**src/rtl/demux_pkg.sv**
```systemverilog
// Shared types and constants for the serial demux controller.
package demux_pkg;
  localparam int unsigned NUM_CH = 8;
  localparam int unsigned ADDR_W = 3;

  typedef enum logic [1:0] {IDLE, SHIFT, GAP} state_t;
endpackage

```
**src/rtl/piso_shift_reg.sv**
```systemverilog
// Parallel-load, shift-left register with a bit counter.
// The MSB is emitted by the caller at load time, so the register keeps only the remaining bits.
module piso_shift_reg #(
  parameter int unsigned DATA_W = 8
) (
  input  logic              clk,
  input  logic              rst,
  input  logic              load,
  input  logic              shift,
  input  logic [DATA_W-1:0] load_data,
  output logic              bit_out,
  output logic              last
);
  localparam int unsigned CNT_W = $clog2(DATA_W + 1);

  logic [DATA_W-1:0] sr;
  logic [CNT_W-1:0]  cnt;

  // cnt counts bits already presented; it saturates at DATA_W
  always_ff @(posedge clk) begin
    if (rst) begin
      sr  <= '0;
      cnt <= '0;
    end else if (load) begin
      sr  <= load_data << 1;
      cnt <= CNT_W'(1);
    end else if (shift && !last) begin
      sr  <= sr << 1;
      cnt <= cnt + CNT_W'(1);
    end
  end

  assign bit_out = sr[DATA_W-1];
  assign last    = (cnt == CNT_W'(DATA_W));
endmodule

```
**src/rtl/demux_serial_ctrl.sv**
```systemverilog
// Serializes (addr, payload) frames MSB first onto data, with sel steering an external 1-to-8 demux.
module demux_serial_ctrl
  import demux_pkg::*;
#(
  parameter int unsigned DATA_W  = 8,
  parameter int unsigned GAP_CYC = 1
) (
  input  logic              clk,
  input  logic              rst,
  input  logic              in_valid,
  output logic              in_ready,
  input  logic [ADDR_W-1:0] in_addr,
  input  logic [DATA_W-1:0] in_data,
  output logic [ADDR_W-1:0] sel,
  output logic              data,
  output logic              busy,
  output logic              done
);
  state_t     state;
  logic [3:0] gap_cnt;
  logic       accept;
  logic       shift_en;
  logic       bit_out;
  logic       last;

  assign in_ready = (state == IDLE) && !rst;
  assign accept   = in_valid && in_ready;
  assign shift_en = (state == SHIFT);

  piso_shift_reg #(.DATA_W(DATA_W)) u_piso (
    .clk       (clk),
    .rst       (rst),
    .load      (accept),
    .shift     (shift_en),
    .load_data (in_data),
    .bit_out   (bit_out),
    .last      (last)
  );

  // Frame FSM with registered outputs; gap_cnt saturates at GAP_CYC
  always_ff @(posedge clk) begin
    if (rst) begin
      state   <= IDLE;
      sel     <= '0;
      data    <= 1'b0;
      busy    <= 1'b0;
      done    <= 1'b0;
      gap_cnt <= '0;
    end else begin
      done <= 1'b0;
      case (state)
        IDLE: begin
          data <= 1'b0;
          busy <= 1'b0;
          if (accept) begin
            state <= SHIFT;
            sel   <= in_addr;
            data  <= in_data[DATA_W-1];
            busy  <= 1'b1;
          end
        end
        SHIFT: begin
          if (last) begin
            state   <= GAP;
            data    <= 1'b0;
            done    <= 1'b1;
            gap_cnt <= 4'd1;
          end else begin
            data <= bit_out;
          end
        end
        GAP: begin
          data <= 1'b0;
          if (gap_cnt == 4'(GAP_CYC)) begin
            state   <= IDLE;
            busy    <= 1'b0;
            gap_cnt <= '0;
          end else begin
            gap_cnt <= gap_cnt + 4'd1;
          end
        end
        default: state <= IDLE;
      endcase
    end
  end
endmodule

```
**config.mk**
```make
export PLATFORM = sky130hd
export DESIGN_NAME = demux_serial_ctrl
export DESIGN_NICKNAME = d
export VERILOG_FILES = /design/src/rtl/demux_pkg.sv /design/src/rtl/piso_shift_reg.sv /design/src/rtl/demux_serial_ctrl.sv
export SDC_FILE = /design/constraint.sdc
export NUM_CORES = 1
export LEC_CHECK = 0
export BUFFER_PORTS_ARGS = -buffer_cell sky130_fd_sc_hd__clkbuf_2
export CORE_MARGIN = 10
export CORE_UTILIZATION = 29
export CTS_CLUSTER_DIAMETER = 100
export DETAILED_ROUTE_END_ITERATION = 8
export HOLD_SLACK_MARGIN = 0.1
export PLACE_DENSITY = 0.5
export RECOVER_POWER = 50
export SLEW_MARGIN = 20
export SYNTH_ARGS = -nofsm -noshare
export SYNTH_HDL_FRONTEND = slang
export SYNTH_SLANG_ARGS = --single-unit
```
**constraint.sdc**
```tcl
create_clock -name clk -period 3.95 [get_ports clk]
set_input_delay 0.395 -clock clk [delete_from_list [all_inputs] [get_ports clk]]
set_output_delay 0.395 -clock clk [all_outputs]
set_load 0.02 [all_outputs]
```
**Word-level counts from Yosys, hierarchy flattened**

Index checks and enable logic that the tools add are counted.

- Register bits: 23
- Input bits: 14
- Output and inout bits: 7
- Word-level logic and storage cells: 53

- $add $sub $neg: 2
- Eq/ne operators: 7
- Mux-type cells: 18
- Bitwise gates (word level): 1
- Reduce and logical (&&, ||, !) cells: 16

Operators with widths:

| kind | number |
|---|---|
| 8-bit 2-to-1 mux | 2 |
| 4-bit by 1-bit adder with 4-bit output, second input constant | 2 |
| 4-bit 2-to-1 mux | 2 |
| 4-bit one-hot mux with 2 select lines | 1 |
| 1-bit 2-to-1 mux | 7 |
| 2-bit 2-to-1 mux | 3 |
| 2-bit != test, second input constant | 3 |
| 2-bit one-hot mux with 3 select lines | 1 |
| 2-bit AND reduction | 3 |
| 2-bit nonzero test | 3 |
| 4-bit by 1-bit equality test with 1-bit output, second input constant | 1 |
| 4-bit equality test, second input constant | 1 |
| 2-bit OR reduction | 2 |
| 1-bit logical AND | 3 |
| 1-bit one-hot mux with 3 select lines | 1 |
| 3-bit AND reduction | 1 |
| 3-bit nonzero test | 1 |
| 2-bit by 1-bit equality test with 1-bit output, second input constant | 1 |
| 2-bit equality test, second input constant | 1 |
| 1-bit logical NOT | 2 |
| 2-bit logical NOT | 1 |
| 1-bit one-hot mux with 2 select lines | 1 |
| 1-bit NOT | 1 |

**Longest topological paths before layout**

- Word-level depth: 5
- Mapped depth: 7
- Gate-level depth less buffers: 5

**Cells and area by module**

From an unflattened synthesis, not the netlist that was laid out.

- Cell total of the unflattened synthesis: 139
- Area total of the unflattened synthesis: 1217.4 um^2

By module, submodules not included:

| module | instances | cells each | area each (um^2) | sequential area each (um^2) |
|---|---|---|---|---|
| demux_serial_ctrl | 1 | 74 | 666.9 | 240.2 |
| piso_shift_reg | 1 | 65 | 550.5 | 220.2 |

**Worst setup path before layout**

OpenSTA, ideal clock, no wires.

- Path kind: reg-to-reg
- Start point: reg gap_cnt[0]
- End point: reg state[1]
- Arrival: 1.543 ns
- Required time: 3.864 ns
- Path slack: 2.321 ns
- Stages on the path, launching flop included: 6
- Buffers on the path: 1
- Clock period less this slack: 1.629 ns
- Cells stage by stage: dfxtp_1 ha_1 or3b_1 buf_2 a221o_1 a211oi_1

- Word-level cells in the longest chain between the ends: 3

Ends and longest elaborated chain:

| what | RTL line | source |
|---|---|---|
| start: declaration | demux_serial_ctrl.sv:20 | `logic [3:0] gap_cnt;` |
| start signal: assignment | demux_serial_ctrl.sv:79 | `gap_cnt <= gap_cnt + 4'd1;` |
| 4-bit by 1-bit equality test with 1-bit output | demux_serial_ctrl.sv:74 | `if (gap_cnt == 4'(GAP_CYC)) begin` |
| 2-bit != test (no source line) | -- |  |
| 3-bit AND reduction (no source line) | -- |  |
| end signal: assignment | demux_serial_ctrl.sv:64 | `state <= GAP;` |
| end signal: assignment | demux_serial_ctrl.sv:75 | `state <= IDLE;` |
| end signal: assignment | demux_serial_ctrl.sv:82 | `default: state <= IDLE;` |
| end: declaration | demux_serial_ctrl.sv:19 | `state_t state;` |

No other way between the ends.
A chain may end at the register's enable or synchronous reset.

**Final worst setup path**

- Start point: reg state[0]
- End point: reg gap_cnt[3]

- Word-level cells in the longest chain between the ends: 3

Ends and longest elaborated chain:

| what | RTL line | source |
|---|---|---|
| start signal: assignment | demux_serial_ctrl.sv:43 | `state <= IDLE;` |
| start signal: assignment | demux_serial_ctrl.sv:56 | `state <= SHIFT;` |
| start signal: assignment | demux_serial_ctrl.sv:64 |  |
| 2-bit by 1-bit equality test with 1-bit output / 2-bit equality test (equally long branches) | demux_serial_ctrl.sv:51 | `case (state)` |
| 2-bit != test (no source line) / 2-bit nonzero test (equally long branches) | -- |  |
| 2-bit AND reduction (no source line) | -- |  |

Parallel ways exist; a longest one is shown, timed or not.

==> summary.txt <==
Run status
  – Status: finished clean

Synth
  – Biggest area consumer among synthesized cells: dfxtp_1
  – Synth area leaders: dfxtp_1 37%, ha_1 8.1%, o21ai_0 5.3%
  – Avg Cell Area, Syn: 8.33 µm²
  – Seq/Total Area, Yosys: 0.374
  – Distinct cells, synth: 37
  – Cell Area, Synth: 1230 µm²
  – Primary FF master, synth: dfxtp_1
  – Post-Synthesis Cells: around 150
  – YS warnings: 0
  – Net Count, Synth: 170
  – Number of synthesized flops with an enable pin: 0
  – Share of the synthesized area in the top cell type: 0.374
  – Async SR Flop Fraction: 0
  – #FFs+latches synth: 23

GRT
  – Vias in the first global route: 1127
  – Initial antenna violation count: 0
  – First-pass GRT wire length: 5390 µm
  – Maximum number of pins on one net before global-route repair: 20
  – Gr usage total: 0.0870
  – Total gr overflow: 0

Placement
  – Dpl hpwl: 2160 µm
  – Input/output buffers: 20
  – Final GP Congestion: 0.784
  – Dpl cells: around 210

CTS
  – Buffer depth of the longest clock path: 2
  – CTS H-tree lvls: 1
  – Cts hold-fix bufs: 0
  – TritonCTS Sinks: 23
  – Post CTS Setup Buffer Count: 0
  – CTS clk-pin slew, worst paths: 0.09 ns
  – Total CTS buffers: 3
  – Clock root buffer: clkbuf_8
  – Worst-Skew Late Latency: 0.27 ns
  – Post-cts resize count: 0
  – CTS tree: done

Floorplanning
  – Die Span Y: 85.2 µm
  – Initial core utilization: 0.304
  – Std-Cell Rows: 23
  – I/O pins: 21
  – Overall die area: 7260 µm²
  – Die extent in x: 85.2 µm
  – Core Box Area: 4060 µm²

Timing
  – Max Fclk: 0.490 GHz
  – Tcrit/Tclk final: 0.517
  – Post-layout minimum cycle time: 2.04 ns
  – Setup violators final: 0
  – Final Max Tran Viols: 0
  – Endpoints failing hold: 0
  – Worst slew pin tran: 0.649 ns
  – Total negative slack: 0 ns
  – Fin Clk Skew: 0.00528 ns
  – Slew HR: 0.567
  – RSZ-0062 raised after global routing: false

Finish
  – Nets: 183
  – Layout cell share with drive strength beyond 1: 0.131
  – Layout area overhead: 12.6%
  – Fill cells: 420
  – Final std cells w/o fill: 210
  – N_diodes: 0

Power
  – Power share of the clock group: 0.303
  – Switching power: 0.146 mW
  – Seq pwr share: 0.520
  – Worst VDD drop: 211 µV
  – LEAKAGE: 0.511 nW
  – Switching share of power: 0.292
  – Pwr per Cell Area: 359 nW/µm²
  – Internal Power: approximately 0.35 mW
  – Logic pwr share: 0.177

Detailed routing
  – DR iter-0 viols: 108
  – Pre-antenna DRT Iters: 4
  – Per-cell routed wire length: 14.5 µm
  – Vias post-DR: 1117
  – Vias per cell: 5.32
  – Post-route antenna net violation count: 0
  – Drt total wl: ~3000 µm
  – # DRC: 0

Critical path
  – Startpoint types: flip-flop
  – Critical Path End Type: flip-flop
  – Critical path class: reg2reg
  – Crit path max fanout: 14
  – Critical Path RT: 4.10 ns
  – Reg2Reg Depth: 5
  – CP arrival: between 2 and 2.5 ns

Worst hold path
  – Worst hold-check path type: in2reg
  – Hold-critical path depth: 3

Run
  – Max-Cap Viols: 0
## power groups by stage
stage / combinational [mW] / clock, mW / sequential (mW)
5_1_grt: 0.101 / 0.170 / 0.261
2_1_floorplan: 0.0618 / 0 / 0.266
3_5_place_dp: 0.0894 / 0 / 0.264
4_1_cts: 0.0897 / 0.160 / 0.259
3_3_place_gp: 0.0863 / 0 / 0.264
6_report: 0.0882 / 0.151 / 0.259
## cells in the mapped netlist, drive strengths merged (2+ instances only)
master	instances
clkbuf	10
nand2b	3
and3b	2
a311o	2
ha	8
nand3b	2
a211oi	7
nand3	4
inv	13
o2111ai	2
nand4	2
a221o	2
nor4	4
nor3	2
buf	2
nor2	7
o21ai	13
a311oi	2
dfxtp	23
nand2	12
nor2b	2
a21oi	3
a31oi	6
a221oi	3
## area by class of cell
| class | count | area, µm² | share of cell area |
|---|---|---|---|
| clock buffers | 3 | 41.3 | 0.0298 |
| clock inverters | 1 | 7.51 | 0.00541 |
| inverters | 13 | 48.8 | 0.0352 |
| multi-input cells | 100 | 676 | 0.487 |
| flip-flops and latches | 23 | 460 | 0.332 |
| well taps | 50 | 62.6 | 0.0451 |
| repair buffers | 20 | 91.3 | 0.0658 |
## state kept, by name (all words and copies together) (netlist names)
signal	flops
busy	1
data	1
u_piso.cnt	4
sel	3
state	2
u_piso.sr	7
done	1
gap_cnt	4
## path summary, 6_finish.rpt
path / startpoint / end / slack, ns
setup / recovery: state[0] / gap_cnt[3] / 1.91
hold / removal: in_addr[0] / sel[0] / 0.32
setup reg to reg: state[0] / gap_cnt[3] / 1.91
hold reg to reg: sel[2] / sel[2] / 0.47
## worst max-delay path, stage by stage, from the launching register on
cell	delay [ns]
dfxtp_1	0.35
inv_1	0.09
ha_1	0.43
or4bb_2	0.68
a22oi_1	0.28
a311oi_1	0.08
## cells in the final DEF, fill, tap and decap left out, types with 2 or more instances in the layout
master,Yosys,routed
a211oi_1,7,7
a21oi_1,3,3
a221oi_1,3,3
a311o_1,2,2
a311oi_1,2,2
a31oi_1,6,6
and3b_1,2,2
clkbuf_1,10,7
clkbuf_2,0,13
clkbuf_8,0,3
dfxtp_1,23,23
ha_1,8,8
inv_1,13,13
nand2_1,12,12
nand2b_1,3,3
nand3_1,4,4
nand3b_1,2,2
nand4_1,2,2
nor2_1,7,7
nor2b_1,2,2
nor3_1,2,2
nor4_1,4,4
o2111ai_1,2,2
o21ai_0,13,13
## metal layers
layer	routed length (µm)	up-vias	global-route usage
met5	0	-	0
met4	15	0	0.0299
met3	175	2	0.0373
met2	1290	29	0.127
met1	1550	524	0.111
li1	-	562	-
## per-stage QoR
stage,setup slack [ns],hold WS [ns],power [mW],area (µm²),utilization
6_report,1.91,0.322,0.498,1390,0.342
5_1_grt,1.79,0.333,0.532,1390,0.342
4_1_cts,1.94,0.314,0.509,1400,0.344
3_5_place_dp,1.96,0.457,0.354,1350,0.332
3_3_place_gp,1.99,0.447,0.350,1350,0.332
2_1_floorplan,2.32,0.460,0.328,1230,-
## cells by family after synthesis
logic type,Yosys count,share of synthesized area
and+or+nand+nor,46,0.205
AOI/OAI and AO/OA,45,0.255
buffers and inverters,25,0.0782
DFF,23,0.374
adders and majority gates,8,0.0812
xor gates and xnor gates,1,0.00711
Power figures use the tool's default switching activity.
